File: config.mk
export PLATFORM = sky130hd
export DESIGN_NAME = pcie_rx_byte_packer
export DESIGN_NICKNAME = d
export VERILOG_FILES = /design/src/rtl/pcie_rx_byte_packer_pkg.sv /design/src/rtl/pcie_rx_byte_packer_fifo.sv /design/src/rtl/pcie_rx_byte_packer.sv
export SDC_FILE = /design/constraint.sdc
export NUM_CORES = 1
export LEC_CHECK = 0
export BUFFER_PORTS_ARGS = -buffer_cell sky130_fd_sc_hd__buf_4
export CORE_ASPECT_RATIO = 0.7
export CORE_MARGIN = 5
export CORE_UTILIZATION = 50
export DETAILED_ROUTE_END_ITERATION = 6
export GPL_TIMING_DRIVEN = 0
export PLACE_DENSITY = 0.75
export SLEW_MARGIN = 20
export SYNTH_ARGS = -nofsm -noshare
export SYNTH_HDL_FRONTEND = slang
export SYNTH_SLANG_ARGS = --single-unit
File: constraint.sdc
create_clock -name CLK -period 7.6 [get_ports CLK]
set_clock_uncertainty 0.05 [all_clocks]
set_input_delay 0.38 -clock CLK [delete_from_list [all_inputs] [get_ports CLK]]
set_output_delay 0.38 -clock CLK [all_outputs]
set_load 0.05 [all_outputs]
File: src/rtl/pcie_rx_byte_packer_pkg.sv
// Shared definitions for the PCIe RX byte packer: CONTROL codes, FSM encoding
// and the FIFO entry layout.
package pcie_rx_pkg;

    localparam logic [3:0] CTL_IDLE  = 4'd0;
    localparam logic [3:0] CTL_SYNC1 = 4'd1;
    localparam logic [3:0] CTL_SYNC2 = 4'd2;
    localparam logic [3:0] CTL_SYNC3 = 4'd3;
    localparam logic [3:0] CTL_SYNC4 = 4'd4;
    localparam logic [3:0] CTL_DATA  = 4'd9;

    typedef enum logic [2:0] {
        ST_IDLE   = 3'd0,
        ST_SYNC1  = 3'd1,
        ST_SYNC2  = 3'd2,
        ST_SYNC3  = 3'd3,
        ST_ACTIVE = 3'd4
    } state_t;

    typedef struct packed {
        logic        last;
        logic [3:0]  be;
        logic [31:0] data;
    } word_entry_t;

    localparam int ENTRY_W = $bits(word_entry_t);

    // Byte enables for a partial word holding idx bytes.
    function automatic logic [3:0] be_mask(input logic [1:0] idx);
        logic [3:0] m;
        case (idx)
            2'd0:    m = 4'b0000;
            2'd1:    m = 4'b0001;
            2'd2:    m = 4'b0011;
            default: m = 4'b0111;
        endcase
        return m;
    endfunction

endpackage

File: src/rtl/pcie_rx_byte_packer_fifo.sv
// First-word-fall-through FIFO for packed word entries; a push on a full FIFO
// only succeeds when a pop happens on the same edge, otherwise it is dropped.
module pcie_rx_fifo
    import pcie_rx_pkg::*;
#(
    parameter int DEPTH = 4,
    parameter int CNT_W = 3
) (
    input  logic               clk,
    input  logic               rst_n,
    input  logic               push,
    input  logic [ENTRY_W-1:0] din,
    input  logic               pop,
    output logic [ENTRY_W-1:0] dout,
    output logic               full,
    output logic               empty,
    output logic [CNT_W-1:0]   count,
    output logic               drop
);

    localparam int PTR_W = $clog2(DEPTH);

    logic [ENTRY_W-1:0] mem_q [DEPTH];
    logic [ENTRY_W-1:0] mem_d [DEPTH];
    logic [PTR_W-1:0]   wr_ptr_q, wr_ptr_d;
    logic [PTR_W-1:0]   rd_ptr_q, rd_ptr_d;
    logic [CNT_W-1:0]   count_q, count_d;
    logic               push_ok, pop_ok;

    always_comb begin
        empty   = (count_q == '0);
        full    = (count_q == CNT_W'(DEPTH));
        pop_ok  = pop && !empty;
        push_ok = push && (!full || pop_ok);
        drop    = push && full && !pop_ok;

        mem_d    = mem_q;
        wr_ptr_d = wr_ptr_q;
        rd_ptr_d = rd_ptr_q;
        count_d  = count_q;

        if (push_ok) begin
            mem_d[wr_ptr_q] = din;
            wr_ptr_d        = wr_ptr_q + 1'b1;
        end
        if (pop_ok) begin
            rd_ptr_d = rd_ptr_q + 1'b1;
        end
        case ({push_ok, pop_ok})
            2'b10:   count_d = count_q + 1'b1;
            2'b01:   count_d = count_q - 1'b1;
            default: count_d = count_q;
        endcase
    end

    always_ff @(posedge clk or negedge rst_n) begin
        if (!rst_n) begin
            for (int i = 0; i < DEPTH; i++) begin
                mem_q[i] <= '0;
            end
            wr_ptr_q <= '0;
            rd_ptr_q <= '0;
            count_q  <= '0;
        end else begin
            mem_q    <= mem_d;
            wr_ptr_q <= wr_ptr_d;
            rd_ptr_q <= rd_ptr_d;
            count_q  <= count_d;
        end
    end

    assign dout  = mem_q[rd_ptr_q];
    assign count = count_q;

endmodule

File: src/rtl/pcie_rx_byte_packer.sv
// PCIe RX byte packer: acquires framing from CONTROL 1,2,3,4 and packs data
// bytes LSB-first into 32-bit words. Optional checksum: PCIE_RX_CKSUM_EN.
//
// state     | meaning
// ST_IDLE   | waiting for CONTROL=1
// ST_SYNC1  | seen 1, expecting 2
// ST_SYNC2  | seen 1,2, expecting 3
// ST_SYNC3  | seen 1,2,3, expecting 4
// ST_ACTIVE | framed; CONTROL=9 bytes are packed, anything else closes the packet
module pcie_rx_byte_packer
    import pcie_rx_pkg::*;
#(
    parameter int FIFO_DEPTH = 4,
    parameter int CNT_W      = 3
) (
    input  logic             CLK,
    input  logic             reset_L,
    input  logic [3:0]       CONTROL,
    input  logic [7:0]       DATA,
    input  logic             Valid,
    output logic [31:0]      word_out,
    output logic [3:0]       word_be,
    output logic             word_last,
    output logic             word_valid,
    input  logic             word_ready,
    output logic [CNT_W-1:0] fifo_count,
    output logic             overflow,
    output logic             locked
`ifdef PCIE_RX_CKSUM_EN
    ,
    output logic [7:0]       cksum,
    output logic             cksum_valid
`endif
);

    state_t             state_q, state_d;
    logic [1:0]         idx_q, idx_d;
    logic [23:0]        hold_q, hold_d;
    logic               any_push_q, any_push_d;
    logic               overflow_q, overflow_d;
    logic               push;
    word_entry_t        push_entry;
    word_entry_t        head_entry;
    logic [ENTRY_W-1:0] head_raw;
    logic               fifo_full, fifo_empty, fifo_drop;
    state_t             restart;
    logic               eop;

    always_ff @(posedge CLK or negedge reset_L) begin
        if (!reset_L) begin
            state_q <= ST_IDLE;
        end else begin
            state_q <= state_d;
        end
    end

    always_comb begin
        restart = (CONTROL == CTL_SYNC1) ? ST_SYNC1 : ST_IDLE;
        state_d = state_q;
        if (Valid) begin
            case (state_q)
                ST_IDLE:   state_d = restart;
                ST_SYNC1:  state_d = (CONTROL == CTL_SYNC2) ? ST_SYNC2 : restart;
                ST_SYNC2:  state_d = (CONTROL == CTL_SYNC3) ? ST_SYNC3 : restart;
                ST_SYNC3:  state_d = (CONTROL == CTL_SYNC4) ? ST_ACTIVE : restart;
                ST_ACTIVE: state_d = (CONTROL == CTL_DATA) ? ST_ACTIVE : restart;
                default:   state_d = ST_IDLE;
            endcase
        end
    end

    always_comb begin
        locked = (state_q == ST_ACTIVE);
    end

    // Held bytes are zeroed whenever a word leaves, so unused lanes of a
    // partial word are already zero.
    always_comb begin
        idx_d      = idx_q;
        hold_d     = hold_q;
        any_push_d = any_push_q;
        push       = 1'b0;
        push_entry = '0;
        eop        = 1'b0;
        if (Valid && state_q == ST_ACTIVE) begin
            if (CONTROL == CTL_DATA) begin
                if (idx_q == 2'd3) begin
                    push            = 1'b1;
                    push_entry.data = {DATA, hold_q};
                    push_entry.be   = 4'b1111;
                    hold_d          = '0;
                    idx_d           = 2'd0;
                    any_push_d      = 1'b1;
                end else begin
                    case (idx_q)
                        2'd0:    hold_d[7:0]   = DATA;
                        2'd1:    hold_d[15:8]  = DATA;
                        default: hold_d[23:16] = DATA;
                    endcase
                    idx_d = idx_q + 1'b1;
                end
            end else begin
                eop = 1'b1;
                if (idx_q != 2'd0) begin
                    push            = 1'b1;
                    push_entry.data = {8'h00, hold_q};
                    push_entry.be   = be_mask(idx_q);
                    push_entry.last = 1'b1;
                end else if (any_push_q) begin
                    push            = 1'b1;
                    push_entry.last = 1'b1;
                end
                idx_d      = 2'd0;
                hold_d     = '0;
                any_push_d = 1'b0;
            end
        end
        overflow_d = overflow_q | fifo_drop;
    end

    always_ff @(posedge CLK or negedge reset_L) begin
        if (!reset_L) begin
            idx_q      <= '0;
            hold_q     <= '0;
            any_push_q <= 1'b0;
            overflow_q <= 1'b0;
        end else begin
            idx_q      <= idx_d;
            hold_q     <= hold_d;
            any_push_q <= any_push_d;
            overflow_q <= overflow_d;
        end
    end

    pcie_rx_fifo #(
        .DEPTH (FIFO_DEPTH),
        .CNT_W (CNT_W)
    ) u_fifo (
        .clk   (CLK),
        .rst_n (reset_L),
        .push  (push),
        .din   (push_entry),
        .pop   (word_ready),
        .dout  (head_raw),
        .full  (fifo_full),
        .empty (fifo_empty),
        .count (fifo_count),
        .drop  (fifo_drop)
    );

    assign head_entry = word_entry_t'(head_raw);
    assign word_out   = head_entry.data;
    assign word_be    = head_entry.be;
    assign word_last  = head_entry.last;
    assign word_valid = !fifo_empty;
    assign overflow   = overflow_q;

`ifdef PCIE_RX_CKSUM_EN
    logic [7:0] acc_q, acc_d;
    logic [7:0] cksum_q, cksum_d;
    logic       cksum_valid_q, cksum_valid_d;

    always_comb begin
        acc_d         = acc_q;
        cksum_d       = cksum_q;
        cksum_valid_d = 1'b0;
        if (Valid && state_q == ST_SYNC3 && CONTROL == CTL_SYNC4) begin
            acc_d = '0;
        end else if (Valid && state_q == ST_ACTIVE && CONTROL == CTL_DATA) begin
            acc_d = acc_q ^ DATA;
        end else if (eop) begin
            cksum_d       = acc_q;
            cksum_valid_d = 1'b1;
            acc_d         = '0;
        end
    end

    always_ff @(posedge CLK or negedge reset_L) begin
        if (!reset_L) begin
            acc_q         <= '0;
            cksum_q       <= '0;
            cksum_valid_q <= 1'b0;
        end else begin
            acc_q         <= acc_d;
            cksum_q       <= cksum_d;
            cksum_valid_q <= cksum_valid_d;
        end
    end

    assign cksum       = cksum_q;
    assign cksum_valid = cksum_valid_q;
`else
    logic unused_ok;
    assign unused_ok = eop ^ fifo_full;
`endif

endmodule

Word-level counts from Yosys, hierarchy flattened:

Cells that the tools add are included.

* bits in registers: 186
* latch bits: 0
* memory bits (writable): 0
* ROM bits: 0
* input port bits: 16
* output and inout bits: 43
* word-level logic and storage cells: 97
* memories kept: 0

* $add $sub $neg: 5
* $mul: 0
* divide/modulo/power cells: 0
* order comparisons: 3
* equal/unequal tests: 19
* shifts and indexed selects: 0
* multiplexer cells: 33
* bitwise operators: 3
* reductions and logical operators: 20

Operator list (count)
* 148-bit bitwise mux: 1
* 37-bit 2-to-1 mux: 4
* 36-bit 2-to-1 mux: 3
* 37-bit binary-select mux with 2-bit select: 1
* 37-bit demux with 2-bit select: 1
* 24-bit 2-to-1 mux: 2
* 8-bit 2-to-1 mux: 3
* 3-bit one-hot mux with 5 select lines: 1
* 1-bit 2-to-1 mux: 9
* 3-bit one-hot mux with 3 select lines: 1
* 4-bit by 2-bit equality test with 1-bit output, second input constant: 2
* 2-bit 2-to-1 mux: 4
* 2-bit AND reduction: 4
* 2-bit by 1-bit adder with 2-bit output, second input constant: 3
* 2-bit equality test, second input constant: 3
* 3-bit by 2-bit equality test with 1-bit output, second input constant: 2
* 3-bit equality test, second input constant: 2
* 3-bit >= comparator, second input constant: 2
* 1-bit logical AND: 6
* 3-bit zero test: 2
* 3-bit 2-to-1 mux: 2
* 3-bit by 1-bit != test with 1-bit output, second input constant: 2
* 2-bit NOT with 3-bit output: 2
* 3-bit one-hot mux with 2 select lines: 1
* other kinds (16): 20

Longest topological paths before layout:

Gate-level depths: netlist of run 1.

* depth in word-level cells: 7
* depth in mapped cells: 12
* gate-level depth less buffers: 12

By module:

A second synthesis of run 1 with hierarchy kept.

* cell total of the unflattened synthesis: 573
* area total of the unflattened synthesis: 8644.5 µm²

Modules (own cells, without submodules)
* pcie_rx_fifo: times used 1, cells an instance 395, area each 6829.0 µm², seq. area each 3878.7 µm²
* pcie_rx_byte_packer: times used 1, cells an instance 178, area each 1815.5 µm², seq. area each 775.7 µm²

Worst setup path before layout of run 1:

Ideal clock, no wire load.

* path type: flip-flop to flip-flop
* from: register u_fifo.count_q[1], in the netlist u_fifo.count[1]
* to: register u_fifo.count_q[2], in the netlist u_fifo.count[2]
* setup time: 82 ps
* data arrival time: 2436 ps
* data required time: 7468 ps
* setup slack: 5032 ps
* cell stages (with the launch flop): 12
* buffers on the path: 1
* period minus slack after synthesis: 2568 ps
* cells stage by stage: dfrtp_1 > or4b_1 > clkbuf_1 > nand2_1 > nor2_1 > inv_1 > ha_1 > inv_1 > fa_1 > xor2_1 > nor2_1 > xor2_1

* word-level cells in the longest chain between the ends: 7
* elaborated cells between the ends (all ways): 13
* classes of those cells: 2 x add/sub; 3 x eq/ne; 1 x mux; 7 x reduce/logical

RTL lines
* from (decl): RTL line pcie_rx_byte_packer_fifo.sv:27 `logic [CNT_W-1:0] count_q, count_d;`
* from (signal assigned): RTL line pcie_rx_byte_packer_fifo.sv:68 `count_q <= count_d;`
* 3-bit zero test: RTL line pcie_rx_byte_packer_fifo.sv:31 `empty = (count_q == '0);`
* 1-bit zero test: RTL line pcie_rx_byte_packer_fifo.sv:33 `pop_ok = pop && !empty;`
* 1-bit logical AND: RTL line pcie_rx_byte_packer_fifo.sv:33
* 1-bit logical OR: RTL line pcie_rx_byte_packer_fifo.sv:34 `push_ok = push && (!full || pop_ok);`
* 1-bit logical AND: RTL line pcie_rx_byte_packer_fifo.sv:34
* 2-bit by 1-bit equality test with 1-bit output or 2-bit equality test (tied branches): RTL line pcie_rx_byte_packer_fifo.sv:49 `case ({push_ok, pop_ok})`
* 3-bit one-hot mux with 2 select lines or 2-bit nonzero test (tied branches)

Parallel ways exist; a longest one is shown, timed or not.
A chain may end at the register's enable or synchronous reset.

Final worst setup path of run 1:

* from: register u_fifo.rd_ptr_q[1]
* to: output word_out[25]

* word-level cells in the longest chain between the ends: 4

RTL lines
* from (decl): RTL line pcie_rx_byte_packer_fifo.sv:26 `logic [PTR_W-1:0] rd_ptr_q, rd_ptr_d;`
* from (signal assigned): RTL line pcie_rx_byte_packer_fifo.sv:67 `rd_ptr_q <= rd_ptr_d;`
* 2-bit NOT with 3-bit output (implied by the code): RTL line pcie_rx_byte_packer_fifo.sv:72 `assign dout = mem_q[rd_ptr_q];`
* 37-bit binary-select mux with 2-bit select: RTL line pcie_rx_byte_packer_fifo.sv:72
* 37-bit 2-to-1 mux (implied by the code) (2 in series): RTL line pcie_rx_byte_packer_fifo.sv:72
* to (decl): RTL line pcie_rx_byte_packer.sv:21 `output logic [31:0] word_out,`

Every way passes these cells. The select of a mux whose other input is x is not followed.

==> impl_summary.md, run 1 <==
Setup path
The kind of critical path is reg -> out. The cell family with the largest share of critical-path delay is buffers and inverters. The critical path required time is 7.17 ns. In this design, the critical path's most frequently occurring cell is clkbuf_1. The endpoint of the worst-slack reg-to-reg timing path is u_fifo.count[2].

In this run the worst path has a maximum fanout of 10. The worst setup path startpoint is u_fifo.rd_ptr_q[1]. The instance count on the critical path is 4. Walking the worst path, the cells encountered are clkbuf_1, clkbuf_1, mux4_2, buf_4. Data arrives at the worst endpoint at 2.64 ns. The critical path contains buffers and inverters numbering 3 combined. The largest stage delay on the critical path is 0.69 ns. STA classifies the critical path startpoint as a flop. The worst reg-to-reg path cell count is 12. The end point of the critical path is word_out[25]. The capturing element type of the critical path is an output port.

In this run the critical register-to-register path is launched from state_q[2]. The internal reg-to-reg setup slack is 4.85 ns. For this design, the slowest cell found on the critical path is clkbuf_1.

Run status
The run finished with clean final reports.

Floorplanning
Pin placement for this block handled 59 I/O pins. The total number of placement rows is 39. The region available for standard cell placement spans 16400 sq um. The die area is 19500 sq um. The starting utilization of the core area is 51.14%. The width of the die is 164.8 um.

The die span in y is 118.4 um.

Routing
In the final routed layout, each cell accounts on average for 20.80 um. After detailed routing, the number of remaining DRC violations is 0. The count of vias placed by the detailed router is 4983.

The violation count after the first detailed-route iteration is 292. For this block, the routed nets add up to 18.08 mm of wire. The first TritonRoute pass finished after 4 iterations.

Dividing the detail-routed via count by the number of cells gives 5.734. In this run the remaining antenna-violating nets after routing total 0.

Finish
Relative to the synthesized area, the layout overhead comes to 16.59%. The library cell used most frequently in the layout, excluding fill and tap cells, is dfrtp_1. The count of cells in the finished layout, fillers not included, comes to 869.

Leaving out fill and tap cells, the most frequent cells in the layout are 186 x dfrtp_1, 120 x mux2_2, 57 x buf_4. In the final layout, the share of cells above drive strength 1 is 42.55%. The number of nets in the layout is 659. The layout filler cell count is 1251.

The count of antenna diodes in the layout is 0.

Pwr
Cell internal power was estimated by the tool at 1.672 mW. Net switching is 26.72% of the power. The analysis attributes to cell leakage a power of 4.820 nW. The total power of the final layout is 2.282 mW.

The peak supply drop is 0.1403 mV. The clock network accounts for 39.3% of the total power. The analysis attributes to net switching a power of 609.6 uW.

In this run, the combinational gates consume 16.1% of the power. Dividing total power by cell area gives a power density of 233.4 nW/um^2. The power share of the sequential group is 44.6%.

Placed design
Prior to clock tree synthesis, the placed netlist has a worst setup slack of 4.821 ns. The number of placed instances, taps included, is 837. The placer congestion estimate is 0.8513.

The count of input and output buffers is 58. The total half-perimeter wirelength after legalization and detailed placement is 12.44 mm.

CTS
The later pin in the worst-skew pair is clocked with a latency of 0.43 ns. TritonCTS built the clock tree. After clock tree synthesis, the clock-pin slew on the worst setup and hold paths is 0.06 ns. After clock tree synthesis, the setup repair step added 0 buffers. The maximum clock insertion buffer count is 2.

Clock tree synthesis inserted a total of 17 buffers. In this run the clock root is driven by a clkbuf_16. The number of H-tree levels is 4. Clock tree synthesis found a total of 186 sinks.

After clock tree synthesis, the repair step resized 0 gates.

Timing
After layout, the minimum clock period comes to 3.069 ns. The minimum setup slack in the final design is 4.531 ns. Hold is met by 0.1718 ns. The maximum clock frequency is 325.8 MHz. Setup violations remaining at the end of the flow were counted as 0.

The transition at the pin with the smallest max-transition slack is 1.033 ns. Summed over all failing endpoints, the final setup total negative slack is 0 ns. The count of final max-slew check failures came to 0. In the finished design, the share of the clock period the worst path needs comes to 40.39%.

The max-slew headroom at the worst pin is 31.14%. The final count of hold timing violations is 0. Setup repair after global routing left no endpoint under its margin.

Synthesis
The number of instances in the synthesized netlist is 552. Among all flip-flop cells after synthesis, the most frequent one is dfrtp_1. Summing the areas of all and, or, nand and nor instances in the mapped netlist gives 6.073% of the synthesized area. The arithmetic-cell share of the synthesized area counting full adders, half adders and majority gates is 1.731%. The multiplexer share of the synthesized area is 29.93%.

The share of async-settable or async-resettable flops after synthesis is 100.0%. Sequential elements use 55.51% of the synthesized area. After Yosys synthesis, XOR and XNOR cells account for 0.6267% of the synthesized area. The cell area that synthesis handed to floorplanning was 8386 sq um.

In this run, distinct cell masters in the synthesized netlist total 46. The synthesized netlist devotes 3.939% of its cell area to compound gates. The number of synthesized flops with an enable pin is 0. The post-synth net total is 579. The yosys synthesis warning count is 0. Synthesis inferred 186 register bits. The dominant combinational cell family by area after synthesis is multiplexers.

The average cell area after synthesis is 15.19 sq um.

Global route
The number of antenna violations at the first check in global routing is 0. The first-pass GRT wire length is 29.77 mm. The via count of the first global-routing pass is 5491. For met2 alone, demand over resource in global routing was 30.71%. The global route total overflow is 0.

The most congested layer reported by global routing is met2. Global routing used 28.34% of the available met1 tracks. For met3 alone, demand over resource in global routing was 4.106%. The total track usage is 19.78%. The maximum number of pins on one net before global-route repair is 77.

Min path
The type of the worst min-delay path is in -> reg. The hold path depth is 2.

Flow run
The tool flagged a number of max-cap violations equal to 0.
## metrics by stage
| stage | area (sq um) | util, % |
|---|---|---|
| 2_1_floorplan | 8386 | - |
| 3_3_place_gp | 9102 | 55.52 |
| 3_5_place_dp | 9165 | 55.90 |
| 4_1_cts | 9777 | 59.63 |
| 5_1_grt | 9777 | 59.63 |
| 6_report | 9777 | 59.63 |
## worst min-delay path by stage
stage / slack [ns] / end / start
final: 0.17 / hold_q[16] / DATA[0]
after floorplan: 0.03 / any_push_q / reset_L
after detailed placement: 0.24 / u_fifo.mem_q[131] / reset_L
after CTS: 0.16 / hold_q[16] / DATA[0]
after global placement: 0.41 / u_fifo.mem_q[20] / u_fifo.mem_q[20]
after global routing: 0.17 / hold_q[16] / DATA[0]
## layout make-up
| class | instances | area, sq um | area share (%) |
|---|---|---|---|
| multi-input cells | 326 | 3547 | 36.28 |
| well taps | 225 | 281.5 | 2.879 |
| clock inverters | 12 | 148.9 | 1.523 |
| inverters | 12 | 45.04 | 0.4607 |
| flip-flops and latches | 186 | 4654 | 47.61 |
| plain buffers | 28 | 138.9 | 1.421 |
| clock buffers | 19 | 452.9 | 4.633 |
| repair buffers | 61 | 508.0 | 5.196 |
## worst reg2reg max path, cell delays in order, from the launching register on
cell	delay, ns
dfrtp_1	0.45
nor4bb_1	0.33
buf_2	0.25
clkbuf_1	0.33
nand2_1	0.10
nor2_1	0.24
inv_1	0.08
ha_1	0.21
inv_1	0.07
fa_1	0.18
xor2_1	0.15
nor2_1	0.07
xor2_1	0.14
## registers in the layout, indices dropped and copies added (netlist names)
| signal | cells |
|---|---|
| overflow | 1 |
| state_q | 3 |
| any_push_q | 1 |
| u_fifo.count | 3 |
| u_fifo.rd_ptr_q | 2 |
| hold_q | 24 |
| u_fifo.mem_q | 148 |
| idx_q | 2 |
| u_fifo.wr_ptr_q | 2 |
## cell families (layout without fill, tap and decap cells)
logic type / count (synthesis) / count (layout)
mux: 186 / 186
flops: 186 / 186
simple gates: 83 / 83
compound gates: 40 / 40
buf+inv: 40 / 132
fa+ha+maj: 11 / 11
xor+xnor: 6 / 6
## timing repair
item                                    CTS  global route
hold buffers                              1             0
endpoints found under the setup margin    0             0
endpoints found under the hold margin    37             0
## power by group through the flow
stage	clock network, mW	logic (mW)	registers [mW]
6_report	0.897	0.367	1.02
5_1_grt	0.958	0.394	1.02
4_1_cts	0.915	0.373	1.02
3_5_place_dp	0	0.371	1.04
3_3_place_gp	0	0.361	1.04
2_1_floorplan	0	0.223	1.06
## synthesized netlist by cell type (2+ instances only)
cell | n | area, sq um
nand2b_1 | 2 | 12.51
dfrtp_1 | 186 | 4654
xor2_1 | 3 | 26.28
xnor2_1 | 3 | 26.28
nor2_1 | 6 | 22.52
mux4_2 | 37 | 833.3
o21ai_0 | 5 | 25.02
nor2_2 | 4 | 25.02
buf_2 | 15 | 75.07
buf_1 | 4 | 15.01
buf_6 | 2 | 22.52
clkbuf_1 | 7 | 26.28
ha_1 | 10 | 125.1
inv_1 | 12 | 45.04
mux2_1 | 28 | 315.3
o21ai_1 | 3 | 15.01
and3_1 | 4 | 25.02
a2bb2oi_1 | 2 | 17.52
nand3_1 | 8 | 40.04
and2_1 | 34 | 212.7
mux2_2 | 120 | 1351
a22o_1 | 25 | 219.0
nand2_1 | 9 | 33.78
## metal layers
layer | routed length, um | part of all wire (%)
met5 | 0 | 0
met2 | 8674 | 48
met4 | 259 | 1.4
met1 | 8307 | 46
met3 | 834 | 4.6
Note: power is estimated with default switching activity, not from simulation.
==> inputs of run 2 (changes only) <==
- ABC_AREA: default -> 1
- PLACE_DENSITY: 0.75 -> 0.77
- clock period: 7.6 -> 2.65 ns (I/O delays scaled with it)
==> impl_summary.md, run 2 <==
CTS
The number of H-tree levels is 4. The number of clock sinks seen by CTS is 186. The total CTS buffers is 17. The clock reaches the later pin of the worst-skew pair after 0.44 ns. The maximum clock insertion buffer count is 2. The TritonCTS clock tree is done. The clock-pin slew of the registers on the worst-case setup and hold paths is 0.07 ns. CTS placed an instance of clkbuf_16 at the clock tree root.

Timing
Setup repair after global routing could not meet its margin everywhere. The count of final max-slew check failures came to 0. Hold is met by 0.04939 ns. The accumulated negative setup slack is 0 ns. The worst pin sits at a relative slew slack of 49.15%.

Based on the critical path, the design can be clocked at up to 389.3 MHz. The count of endpoints failing setup in the final report is 0. The transition at the pin with the smallest max-transition slack is 0.7628 ns. The final count of hold timing violations is 0.

The smallest clock period supported by the final layout is computed as 2.569 ns. The post-route clock period utilization is 96.94%.

Synthesis
The sequential fraction of the synthesis area is 49.05%. By count the netlist is led by 437 x nand2_1, 194 x nand3_1, 186 x dfrtp_1. The post-synthesis cell area is 9489 sq um. The count of state elements after synthesis is 186. The number of instances in the synthesized netlist is 1246. The post-synth net total is 1273. Yosys printed 0 warnings. In this run, distinct cell masters in the synthesized netlist total 27. The number of synthesized flops with an enable pin is 0. nand2_1 is the most common cell in the netlist.

The synthesized design devotes to its leading area cell type 49.05% of total area. The top cell type by total area after synthesis is dfrtp_1. The share of async-settable or async-resettable flops after synthesis is 100.0%. The commonest register cell after synthesis is dfrtp_1.

Dividing the synthesized area by the synthesized cell count gives 7.616 sq um. Yosys attributes the largest share of cell area to dfrtp_1 49%, nand2_1 17%, nand3_1 10%.

Floorplanning
The top-level port count is 59. For this configuration, the core starts out at a cell density of 50.58%. The total number of placement rows is 42.

The die area is 21880 sq um. The width of the die is 174.7 um. The die span in y is 125.3 um. The core region is 18760 sq um.

Setup path
The cell with the largest stage delay on the worst path is clkbuf_1. Data arrives at the worst endpoint at 2.39 ns. The capturing element type of the critical path is an output port. The worst setup path is of the reg -> out kind. Walking the worst path, the cells encountered are clkbuf_1, clkbuf_2, o21ai_0, o22ai_1, buf_4.

The number of buffers and inverters on the critical path is 3. In this run the worst path has a maximum fanout of 10. The largest single stage delay on the critical path is 0.45 ns. Data on the critical path is required at its endpoint by 2.47 ns. The cell family with the largest share of critical-path delay is buffers and inverters. The worst setup path is launched from a flop.

The internal reg-to-reg setup slack is 0.13 ns.

Finish
The area of combinational cells with multiple inputs is 4309 sq um. The layout filler cell count is 1675. The area overhead of the layout relative to synthesis is 15.73%. The area taken by flip-flops and latches is 4654 sq um. Summing all non-filler instances in the final layout gives an area of 10980 sq um. The most frequent standard cell in the layout excluding fill and tap cells is nand2_1.

The share of final-layout standard cells stronger than drive strength 1 is 12.71%. The register ranked first by flip-flop count is u_fifo.mem_q. The largest registers in the layout are u_fifo.mem_q: 148 flops, hold_q: 24 flops. The register with the most flip-flops in the layout has 148 of them. The count of antenna diodes in the layout is 0. The final layout contains 1359 nets.

The final core utilization is 58.54%. In the layout the commonest cells are 437 x nand2_1, 194 x nand3_1, 186 x dfrtp_1.

Placed design
The placed instances occupy a cell area of 10260 sq um. Detailed placement ended at an HPWL of 19.83 mm. The count of buffers added on input and output ports is 58. Routability-driven placement finished with a final weighted congestion of 0.9499.

Run status
The run finished with clean final reports.

Pwr
The leakage dissipation is 5.623 nW. The power per cell area is 910.9 nW/um^2. The peak supply drop is 0.8439 mV.

Routing
The final antenna-violating net count is 0. After detailed routing, the average wire length per cell comes to 18.01 um. The remaining design rule violation count is 0. The final route contains 9187 vias. The number of search-and-repair iterations in the first detailed-routing pass is 6.

The per-cell via count in the routed design is 5.789. In this run, the number of DRC markers left after iteration 0 of detailed routing was 1279. Wires add up to 28.58 mm.

Min path
The type of the worst min-delay path is in -> reg.

Global route
The first global-routing pass estimated 45.69 mm of wire. Global routing used 26.09% of the available tracks across all layers. Entering global routing, the biggest net connects 96 pins.

The global route total overflow is 0. The number of antenna violations at the first check in global routing came to 0. The via count of the first global-routing pass is 8331.

Flow run
Across the run, the number of max-cap violations was 0.
==> run 2: changes by cell type in the layout (fill, tap and decap cells not counted), moves of 34 or more <==
cell,delta
mux4_2,-37
mux2_2,-120
o21ai_0,+102
nand3_1,+186
and2_1,-34
nand2_1,+428
nor2_1,+115
o22ai_1,+38
==> run 2: report_power, final <==
group | leakage [nW] | switching [mW] | internal [mW]
clock | 0.295 | 1.19 | 1.45
sequential | 2.58 | 0.0569 | 2.89
combinational | 2.75 | 3.24 | 1.17
total | 5.62 | 4.49 | 5.51
==> run 2: metrics by stage <==
stage / instances / worst slack, ns / power, mW
CTS: 1583 / -0.01228 / 9.906
finish: 1587 / 0.08120 / 10.00
floorplan: 1246 / 0.04735 / 5.908
global placement: 1546 / -0.1912 / 7.255
detailed placement: 1547 / -0.2464 / 7.287
global route: 1587 / -0.06974 / 10.36
==> run 2: final cells by class <==
type | count | share of cell area [%]
inverters | 33 | 1.185
well taps | 242 | 2.757
multi-input cells | 939 | 39.24
repair buffers | 68 | 4.968
flip-flops and latches | 186 | 42.38
plain buffers | 87 | 4.045
clock buffers | 19 | 4.124
clock inverters | 13 | 1.299
==> run 2: worst register-to-register path: cells and delay by family (launching register included) <==
family	cells	cell delay [ns]
adders and majority gates	3	0.81
buffers and inverters	5	0.62
DFF	1	0.43
and+or+nand+nor	3	0.40
AOI/OAI and AO/OA	1	0.16
==> run 2: kinds of logic (layout without fill, tap and decap cells) <==
| logic type | count (synthesis) | in the layout | share of synthesized area [%] |
|---|---|---|---|
| adder cells (fa/ha/maj) | 11 | 11 | 1.530 |
| flip-flops | 186 | 186 | 49.05 |
| AND/OR/NAND/NOR | 772 | 772 | 34.68 |
| AO/OA/AOI/OAI | 152 | 152 | 8.544 |
| buffers and inverters | 121 | 220 | 5.828 |
| XOR/XNOR | 4 | 4 | 0.3693 |
==> run 2: metal layers <==
metal	part of all wire (%)	GRT usage [%]	vias up
met3	12	5.733	53
met5	0	0	-
li1	-	-	4234
met1	45	40.74	4332
met2	42	36.59	568
met4	1.8	7.156	0
==> run 2: final timing paths <==
check | startpoint | endpoint | cells past startpoint
max reg2reg | idx_q[1] | u_fifo.count[1] | 12
max | u_fifo.rd_ptr_q[0] | word_be[3] | 5
max in group asynchronous | reset_L | u_fifo.mem_q[65] | 3
min | DATA[7] | hold_q[23] | 5
min in group asynchronous | reset_L | u_fifo.mem_q[6] | 2
min reg2reg | u_fifo.mem_q[45] | u_fifo.mem_q[45] | 2
==> run 2: timing repair <==
action | CTS | global route
hold buffers | 3 | 0
buffers inserted | 1 | 5
gates resized for setup | 9 | 26
pin swaps | 0 | 1
endpoints found under the hold margin | 98 | 0
setup endpoints to repair | 11 | 29
